## config.mk

```make
export PLATFORM = sky130hd
export DESIGN_NAME = incubator_ctrl_p
export DESIGN_NICKNAME = d
export VERILOG_FILES = /design/src/rtl/incubator_ctrl_p.sv
export SDC_FILE = /design/constraint.sdc
export NUM_CORES = 1
export LEC_CHECK = 0
export ABC_AREA = 1
export BUFFER_PORTS_ARGS = -buffer_cell sky130_fd_sc_hd__buf_2
export CAP_MARGIN = 20
export CORE_MARGIN = 5
export CORE_UTILIZATION = 35
export DETAILED_ROUTE_END_ITERATION = 8
export GPL_ROUTABILITY_DRIVEN = 0
export GPL_TIMING_DRIVEN = 0
export SLEW_MARGIN = 20
export SYNTH_ARGS = -nofsm -noshare
export SYNTH_HDL_FRONTEND = slang
export SYNTH_SLANG_ARGS = --single-unit
```

## constraint.sdc

```tcl
create_clock -name clk -period 4.7 [get_ports clk]
set_input_delay 0.94 -clock clk [delete_from_list [all_inputs] [get_ports clk]]
set_output_delay 0.94 -clock clk [all_outputs]
set_load 0.01 [all_outputs]
```

## src/rtl/incubator_ctrl_p.sv

```systemverilog
// rtl/incubator_ctrl_p.sv - parametrised incubator heater/cooler/fan controller
//
// Purpose:
//   Regulates incubator temperature from a stream of unsigned samples.
//   IDLE/HEAT/COOL FSM with hysteresis thresholds and a minimum dwell time
//   in HEAT/COOL. Fan speed follows temperature while cooling. A sticky
//   over-temperature alarm forces full cooling until reset.
//
// Ports:
//   clk     in   1      clock, rising edge
//   rst     in   1      synchronous reset, active-high
//   en      in   1      1 = regulate, 0 = force IDLE
//   t       in   TW     temperature sample, unsigned
//   heater  out  1      heater drive
//   cooler  out  1      cooler drive
//   crs     out  FAN_W  fan speed code
//   state   out  2      00 IDLE, 01 HEAT, 10 COOL
//   alarm   out  1      sticky over-temperature flag

module incubator_ctrl_p #(
  parameter int unsigned TW        = 8,
  parameter int unsigned HEAT_ON   = 15,
  parameter int unsigned HEAT_OFF  = 30,
  parameter int unsigned COOL_ON   = 35,
  parameter int unsigned COOL_OFF  = 25,
  parameter int unsigned FAN_T2    = 40,
  parameter int unsigned FAN_T3    = 45,
  parameter int unsigned FAN_W     = 4,
  parameter int unsigned SPD1      = 4,
  parameter int unsigned SPD2      = 6,
  parameter int unsigned SPD3      = 8,
  parameter int unsigned MIN_DWELL = 4,
  parameter int unsigned ALARM_HI  = 100,
  parameter int unsigned ALARM_CNT = 3
) (
  input  logic             clk,
  input  logic             rst,
  input  logic             en,
  input  logic [TW-1:0]    t,
  output logic             heater,
  output logic             cooler,
  output logic [FAN_W-1:0] crs,
  output logic [1:0]       state,
  output logic             alarm
);

  // Threshold ordering keeps the hysteresis bands sane and HEAT/COOL disjoint.
  if (!((HEAT_ON < HEAT_OFF) && (HEAT_OFF < COOL_ON) && (COOL_OFF < COOL_ON) &&
        (COOL_ON < FAN_T2) && (FAN_T2 <= FAN_T3))) begin : g_bad_thresholds
    $error("incubator_ctrl_p: inconsistent temperature thresholds");
  end

  localparam int unsigned DW = (MIN_DWELL > 1) ? $clog2(MIN_DWELL + 1) : 1;
  localparam int unsigned OW = (ALARM_CNT > 1) ? $clog2(ALARM_CNT + 1) : 1;

  localparam logic [TW-1:0]    HEAT_ON_T  = TW'(HEAT_ON);
  localparam logic [TW-1:0]    HEAT_OFF_T = TW'(HEAT_OFF);
  localparam logic [TW-1:0]    COOL_ON_T  = TW'(COOL_ON);
  localparam logic [TW-1:0]    COOL_OFF_T = TW'(COOL_OFF);
  localparam logic [TW-1:0]    FAN_T2_T   = TW'(FAN_T2);
  localparam logic [TW-1:0]    FAN_T3_T   = TW'(FAN_T3);
  localparam logic [TW-1:0]    ALARM_HI_T = TW'(ALARM_HI);
  localparam logic [FAN_W-1:0] SPD1_C     = FAN_W'(SPD1);
  localparam logic [FAN_W-1:0] SPD2_C     = FAN_W'(SPD2);
  localparam logic [FAN_W-1:0] SPD3_C     = FAN_W'(SPD3);
  localparam logic [DW-1:0]    DWELL_MAX  = DW'(MIN_DWELL);
  // dwell is 0 on the entry cycle, so reaching MIN_DWELL-1 means MIN_DWELL cycles held.
  localparam logic [DW-1:0]    DWELL_EXIT = DW'((MIN_DWELL > 0) ? (MIN_DWELL - 1) : 0);
  localparam logic [OW-1:0]    OCNT_MAX   = OW'(ALARM_CNT);

  typedef enum logic [1:0] {
    ST_IDLE = 2'b00,
    ST_HEAT = 2'b01,
    ST_COOL = 2'b10
  } state_e;

  state_e             state_q, state_d;
  logic [TW-1:0]      t_q, t_d;
  logic               t_vld_q, t_vld_d;
  logic [DW-1:0]      dwell_q, dwell_d;
  logic [OW-1:0]      ocnt_q, ocnt_d;
  logic               alarm_q, alarm_d;
  logic               heater_q, heater_d;
  logic               cooler_q, cooler_d;
  logic [FAN_W-1:0]   crs_q, crs_d;
  logic               dwell_ok;

  always_comb begin
    t_d      = t;
    t_vld_d  = 1'b1;
    ocnt_d   = '0;
    alarm_d  = alarm_q;
    state_d  = state_q;
    dwell_d  = '0;
    heater_d = 1'b0;
    cooler_d = 1'b0;
    crs_d    = '0;
    dwell_ok = (MIN_DWELL <= 1) || (dwell_q >= DWELL_EXIT);

    // Consecutive over-temperature counter; any cool sample breaks the run.
    if (t_q >= ALARM_HI_T) begin
      ocnt_d = (ocnt_q >= OCNT_MAX) ? ocnt_q : ocnt_q + 1'b1;
    end
    if (ocnt_d == OCNT_MAX) begin
      alarm_d = 1'b1;
    end

    // Alarm overrides everything else; using alarm_d makes the forced
    // COOL/full fan appear on the same edge the alarm is raised.
    if (alarm_d) begin
      state_d = ST_COOL;
    end else if (!en || !t_vld_q) begin
      state_d = ST_IDLE;
    end else begin
      case (state_q)
        ST_IDLE: begin
          if (t_q < HEAT_ON_T) begin
            state_d = ST_HEAT;
          end else if (t_q > COOL_ON_T) begin
            state_d = ST_COOL;
          end
        end
        ST_HEAT: begin
          if ((t_q > HEAT_OFF_T) && dwell_ok) begin
            state_d = ST_IDLE;
          end
        end
        ST_COOL: begin
          if ((t_q < COOL_OFF_T) && dwell_ok) begin
            state_d = ST_IDLE;
          end
        end
        default: state_d = ST_IDLE;
      endcase
    end

    if (state_d == state_q) begin
      dwell_d = (dwell_q >= DWELL_MAX) ? dwell_q : dwell_q + 1'b1;
    end

    heater_d = (state_d == ST_HEAT);
    cooler_d = (state_d == ST_COOL);
    if (alarm_d) begin
      crs_d = SPD3_C;
    end else if (state_d == ST_COOL) begin
      if (t_q >= FAN_T3_T) begin
        crs_d = SPD3_C;
      end else if (t_q >= FAN_T2_T) begin
        crs_d = SPD2_C;
      end else begin
        crs_d = SPD1_C;
      end
    end
  end

  always_ff @(posedge clk) begin
    if (rst) begin
      state_q  <= ST_IDLE;
      t_q      <= '0;
      t_vld_q  <= 1'b0;
      dwell_q  <= '0;
      ocnt_q   <= '0;
      alarm_q  <= 1'b0;
      heater_q <= 1'b0;
      cooler_q <= 1'b0;
      crs_q    <= '0;
    end else begin
      state_q  <= state_d;
      t_q      <= t_d;
      t_vld_q  <= t_vld_d;
      dwell_q  <= dwell_d;
      ocnt_q   <= ocnt_d;
      alarm_q  <= alarm_d;
      heater_q <= heater_d;
      cooler_q <= cooler_d;
      crs_q    <= crs_d;
    end
  end

  assign heater = heater_q;
  assign cooler = cooler_q;
  assign crs    = crs_q;
  assign state  = state_q;
  assign alarm  = alarm_q;

endmodule

```

==> results of run 1 <==
-- report_power, final --
group          switching (mW)  leakage [nW]  internal (mW)
registers              0.0126         0.181          0.200
logic                  0.0362         0.431         0.0265
clock network          0.0542        0.0210         0.0472
-- placed cells by master (no fill, tap or decap), types with 3 or more instances in the layout --
| master | n |
|---|---|
| dfxtp_1 | 22 |
| nand2_1 | 27 |
| o21ai_0 | 3 |
| a21oi_1 | 3 |
| clkbuf_4 | 3 |
| buf_2 | 18 |
| nor3_1 | 4 |
| nand2_2 | 3 |
| nor2_1 | 27 |
| ha_1 | 3 |
| inv_1 | 27 |
| nand3_1 | 7 |
-- cell families after synthesis --
family          synth area share (%)
buf+inv                         12.0
fa+ha+maj                       3.87
simple gates                    31.3
flops                           45.4
xor+xnor                       0.902
other cells                    0.386
compound gates                  6.19
-- sequential cells by signal, indices dropped and copies added (netlist names) --
| name | count |
|---|---|
| cooler | 1 |
| dwell_q | 3 |
| alarm | 1 |
| state | 2 |
| crs | 3 |
| ocnt_q | 2 |
| t_vld_q | 1 |
| heater | 1 |
| t_q | 8 |
-- layout make-up --
cell class / count / area (um2)
well taps: 31 / 38.8
flip-flops and latches: 22 / 440
fillers: 294 / 1570
clock buffers: 4 / 36.3
inverters: 28 / 105
multi-input cells: 85 / 414
plain buffers: 2 / 11.3
repair buffers: 18 / 90.1
-- layer usage --
| layer | GRT usage [%] | vias up |
|---|---|---|
| li1 | - | 450 |
| met1 | 10.7 | 361 |
| met2 | 18.5 | 19 |
| met3 | 3.06 | 2 |
| met4 | 4.77 | 0 |
| met5 | 0 | - |
-- worst min-delay path by stage --
| stage | end | cells past startpoint |
|---|---|---|
| 2_1_floorplan | ocnt_q[0] | 1 |
| 3_3_place_gp | ocnt_q[0] | 1 |
| 3_5_place_dp | ocnt_q[0] | 1 |
| 4_1_cts | ocnt_q[0] | 1 |
| 5_1_grt | ocnt_q[0] | 1 |
| 6_report | ocnt_q[0] | 1 |
-- worst reg2reg max path, cell delays in order (launching register included) --
cell and delay [ns]:
dfxtp_1 0.36, ha_1 0.22, ha_1 0.18, nor2_1 0.09
nand2_1 0.09, nand3_1 0.09, nor2_1 0.05, nor2_2 0.13
nand2_2 0.08, nand2_2 0.07, nand3_2 0.08, nor3_1 0.21
==> results_dict.tcl, run 1 <==
set metrics [dict create \
    status "finished clean" \
    critPathBufInv 1 \
    grt_setup_unrepaired "false" \
    placed_area_um2 1100 \
    topRoutingLayerUsed "met4" \
    setup_ws_ns 2.82 \
    post-place-ws_ns 2.80 \
    regToRegEndpoint "dwell_q[1]" \
    cp_cell_sequence "buf_2" \
    crit_end "state[0]" \
    critical_path_class "reg -> out" \
    port_buffers 18 \
    core.rowCount 19 \
    hp-start "ocnt_q[0]" \
    fin_area_um2 1140 \
    drtAntennaViolNets 0 \
    total_power_mw 0.377 \
    hold_buffers 0 \
    synthFlopType "dfxtp_1" \
    min_period_ns 1.88 \
    hold_violations 0 \
    nNetsFinal 174 \
    crit_start "state[0]" \
    drt_iter0_drc 21 \
    seq_area_frac_synth_pct 45.4 \
    vias 832 \
    wl_um 1770 \
    fin_worst_skew_ns 0.00843 \
    synthTopCellsByCount "inv_1, nand2_1, nor2_1" \
    min_path_type "reg -> reg" \
    dp.cells 186 \
    grt_max_degree 13 \
    cts.sinks 22 \
    wl_met1_um 756 \
    core_area_um2 2710 \
    grt_pass1_vias 812 \
    gr-usage-all-layers_pct 10.3 \
    clk_latency_ns 0.30 \
    cts_inserted_buffers 3 \
    ios 20 \
    synthCells 137 \
    post_cts.repair.setup_buffers 0 \
    worstPathArrival_ns 0.94 \
    grt_pass1_wl_um 3260 \
    synth_cell_types 21 \
    cts_resized 0 \
    synth_top_area_cell "dfxtp_1" \
    die_width_um 62.7 \
    clk_pin_slew_ns 0.12 \
    cp_top_family "flip-flops" \
    avgSynthCellArea_um2 7.09 \
    met3WireLength_um 106 \
    crit_path_top_delay_cell "dfxtp_1" \
    power_density_nw_per_um2 331 \
    start_util_pct 35.8 \
    die-height_um 62.7 \
    synth.area.top_cells "dfxtp_1, inv_1, nand2_1" \
    htree_levels 1 \
    rrSetupSlack_ns 2.99 \
    netlist_area_um2 971 \
    wl_met2_um 895 \
    detail_route.wl_per_cell_um 9.34 \
    setup_viol 0 \
    synth_warnings 0 \
    synthToLayoutAreaGrowth_pct 17.0 \
    fin_cells 190 \
    ir_worst_vdd_mv 0.174 \
    post-route-period-util_pct 39.9 \
    crit_fanout 6 \
    r2r_start "dwell_q[0]" \
    hpwl_um 1450 \
    synth_nets 151 \
    crit_required_ns 3.76 \
    synth_edf_count 0 \
    hold_ws_ns 0.452 \
    slew_violations 0 \
    reg2reg_depth 11 \
    first_pass_iters 4 \
    cts_tree "done" \
    antenna_found_initial 0 \
    max_freq_ghz 0.533 \
    cts_root_buf "clkbuf_4" \
    leakage_nw 0.633 \
    final_util_pct 41.9 \
    final.setup.tns_ns 0 \
    cap_violations 0 \
    synthArstFlopShare_pct 0 \
    via_per_inst 4.38 \
    cp-start-kind "flip-flop" \
    die-area_um2 3930 \
    clk_path_buf_depth 2 \
    path_depth 1 \
    drive_gt1_share_pct 19.5 \
    synth_top_area_share_pct 45.4 \
    overflow 0 \
    endpoint_kind "primary output" \
    diodes 0 \
    ys_seq_elements 22 \
    drc_errors 0 \
    max_stage_delay_ns 0.46 \
]
Power figures use the tool's default switching activity.
==> inputs of run 2 (changes only) <==
Clock period 4.7 ns to 1.8 ns, I/O delays scaled along.
==> run 2 against run 1 <==
- non-clock buffer count unchanged
- die area unchanged
- clock skew barely moved
==> results_dict.tcl, run 2 (synthesis gave the netlist of run 1 again) <==
set metrics [dict create \
    antenna_found_initial 0 \
    cts_inserted_buffers 3 \
    diodes 0 \
    p_seq_share_pct 56.2 \
    grt_setup_unrepaired "false" \
    via_per_inst 4.39 \
    slew_violations 0 \
    grt_pass1_vias 812 \
    grt_max_degree 13 \
    grt_pass1_wl_um 3260 \
    first_pass_iters 4 \
    vias 835 \
    crit_path_top_delay_cell "dfxtp_2" \
    final_cell_mix "inv_1, nor2_1, nand2_1, dfxtp_1, buf_2" \
    hold_violations 0 \
    port_buffers 18 \
    drt_iter0_drc 24 \
    wl_um 1780 \
    crit_fanout 4 \
    ios 20 \
    critical_path_class "reg -> reg" \
    pwr-share-comb_pct 17.1 \
    largest_register_ffs 8 \
    overflow 0 \
    power_density_nw_per_um2 867 \
    setup_viol 0 \
    crit_required_ns 2.02 \
    drtAntennaViolNets 0 \
    dp.cells 186 \
    fill_cells 293 \
    final.setup.tns_ns 0 \
    endpoint_kind "flip-flop" \
    nNetsFinal 174 \
    gr-usage-all-layers_pct 10.3 \
    internal_power_mw 0.720 \
    min_period_ns 1.66 \
    die_width_um 62.7 \
    core_area_um2 2710 \
    max_stage_delay_ns 0.36 \
    detail_route.wl_per_cell_um 9.34 \
    worstPathArrival_ns 1.89 \
    clk_latency_ns 0.30 \
    synthToLayoutAreaGrowth_pct 17.8 \
    min_path_type "in -> reg" \
    cts_root_buf "clkbuf_4" \
    start_util_pct 35.8 \
    htree_levels 1 \
    regMostFlops "t_q" \
    swShare_pct 27.4 \
    post_cts.repair.setup_buffers 0 \
    die-height_um 62.7 \
    hold_buffers 0 \
    status "finished clean" \
    fin_cells 190 \
    die-area_um2 3930 \
    cp-start-kind "flip-flop" \
    hpwl_um 1450 \
    cp_cell_sequence "ha_1, ha_1, nor2_1, nand2_1, nand3_1, nor2_1, nor2_2, nand2_2, nand2_2, nand3_2, nor3_1" \
    cts_tree "done" \
    drc_errors 0 \
    ir_worst_vdd_mv 0.455 \
    clk_pin_slew_ns 0.11 \
    leakage_nw 0.634 \
    fin_worst_skew_ns 0.00849 \
    drive_gt1_share_pct 21.4 \
    max_freq_ghz 0.601 \
    post-route-period-util_pct 92.4 \
    cts.sinks 22 \
    power.share.clock_pct 26.7 \
    clk_path_buf_depth 2 \
    cts_resized 0 \
    core.rowCount 19 \
    cap_violations 0 \
    switchingPower_mw 0.272 \
]
run 2: worst paths after layout:
check,start,cells after the start,slack [ns],to
worst max-delay path,dwell_q[0],11,0.14,dwell_q[0]
worst min-delay path,t[3],3,0.25,t_q[3]
worst max register to register,dwell_q[0],11,0.14,dwell_q[0]
worst min register to register,ocnt_q[0],1,0.45,ocnt_q[0]
run 2: critical path: cells and delay by family, from the launching register on:
kind | cells | cell delay, ns
flip-flops | 1 | 0.36
AND/OR/NAND/NOR | 9 | 0.86
adder cells (fa/ha/maj) | 2 | 0.38
run 2: metal layers:
metal	wire length [um]	GRT usage, %	share of wire, %
met3	106	3.06	6.0
met5	0	0	0
met4	17	4.77	0.96
met2	894	18.5	50
met1	756	10.7	43
run 2: cell type report:
type	instances	area [um2]	area share [%]
plain buffers	2	11.3	0.985
clock buffers	4	36.3	3.17
inverters	28	105	9.19
multi-input cells	85	419	36.7
flip-flops and latches	22	443	38.7
well taps	31	38.8	3.39
repair buffers	18	90.1	7.88
run 2: per-stage QoR:
step	utilization [%]	power [mW]	cell area, um2	setup slack [ns]	hold WS, ns
6_report	42.2	0.992	1140	0.136	0.252
5_1_grt	42.2	1.06	1140	0.0265	0.237
4_1_cts	41.9	1.00	1140	0.0557	0.233
3_5_place_dp	40.6	0.731	1100	0.0855	0.429
3_3_place_gp	40.6	0.718	1100	0.200	0.424
2_1_floorplan	-	0.681	971	0.323	0.408
run 2: power by group through the flow:
| stage | Clock (mW) | Combinational, mW | Sequential [mW] |
|---|---|---|---|
| after CTS | 0.281 | 0.165 | 0.556 |
| after floorplan | 0 | 0.119 | 0.562 |
| after global routing | 0.297 | 0.200 | 0.564 |
| after detailed placement | 0 | 0.164 | 0.567 |
| final | 0.265 | 0.169 | 0.558 |
| after global placement | 0 | 0.155 | 0.563 |
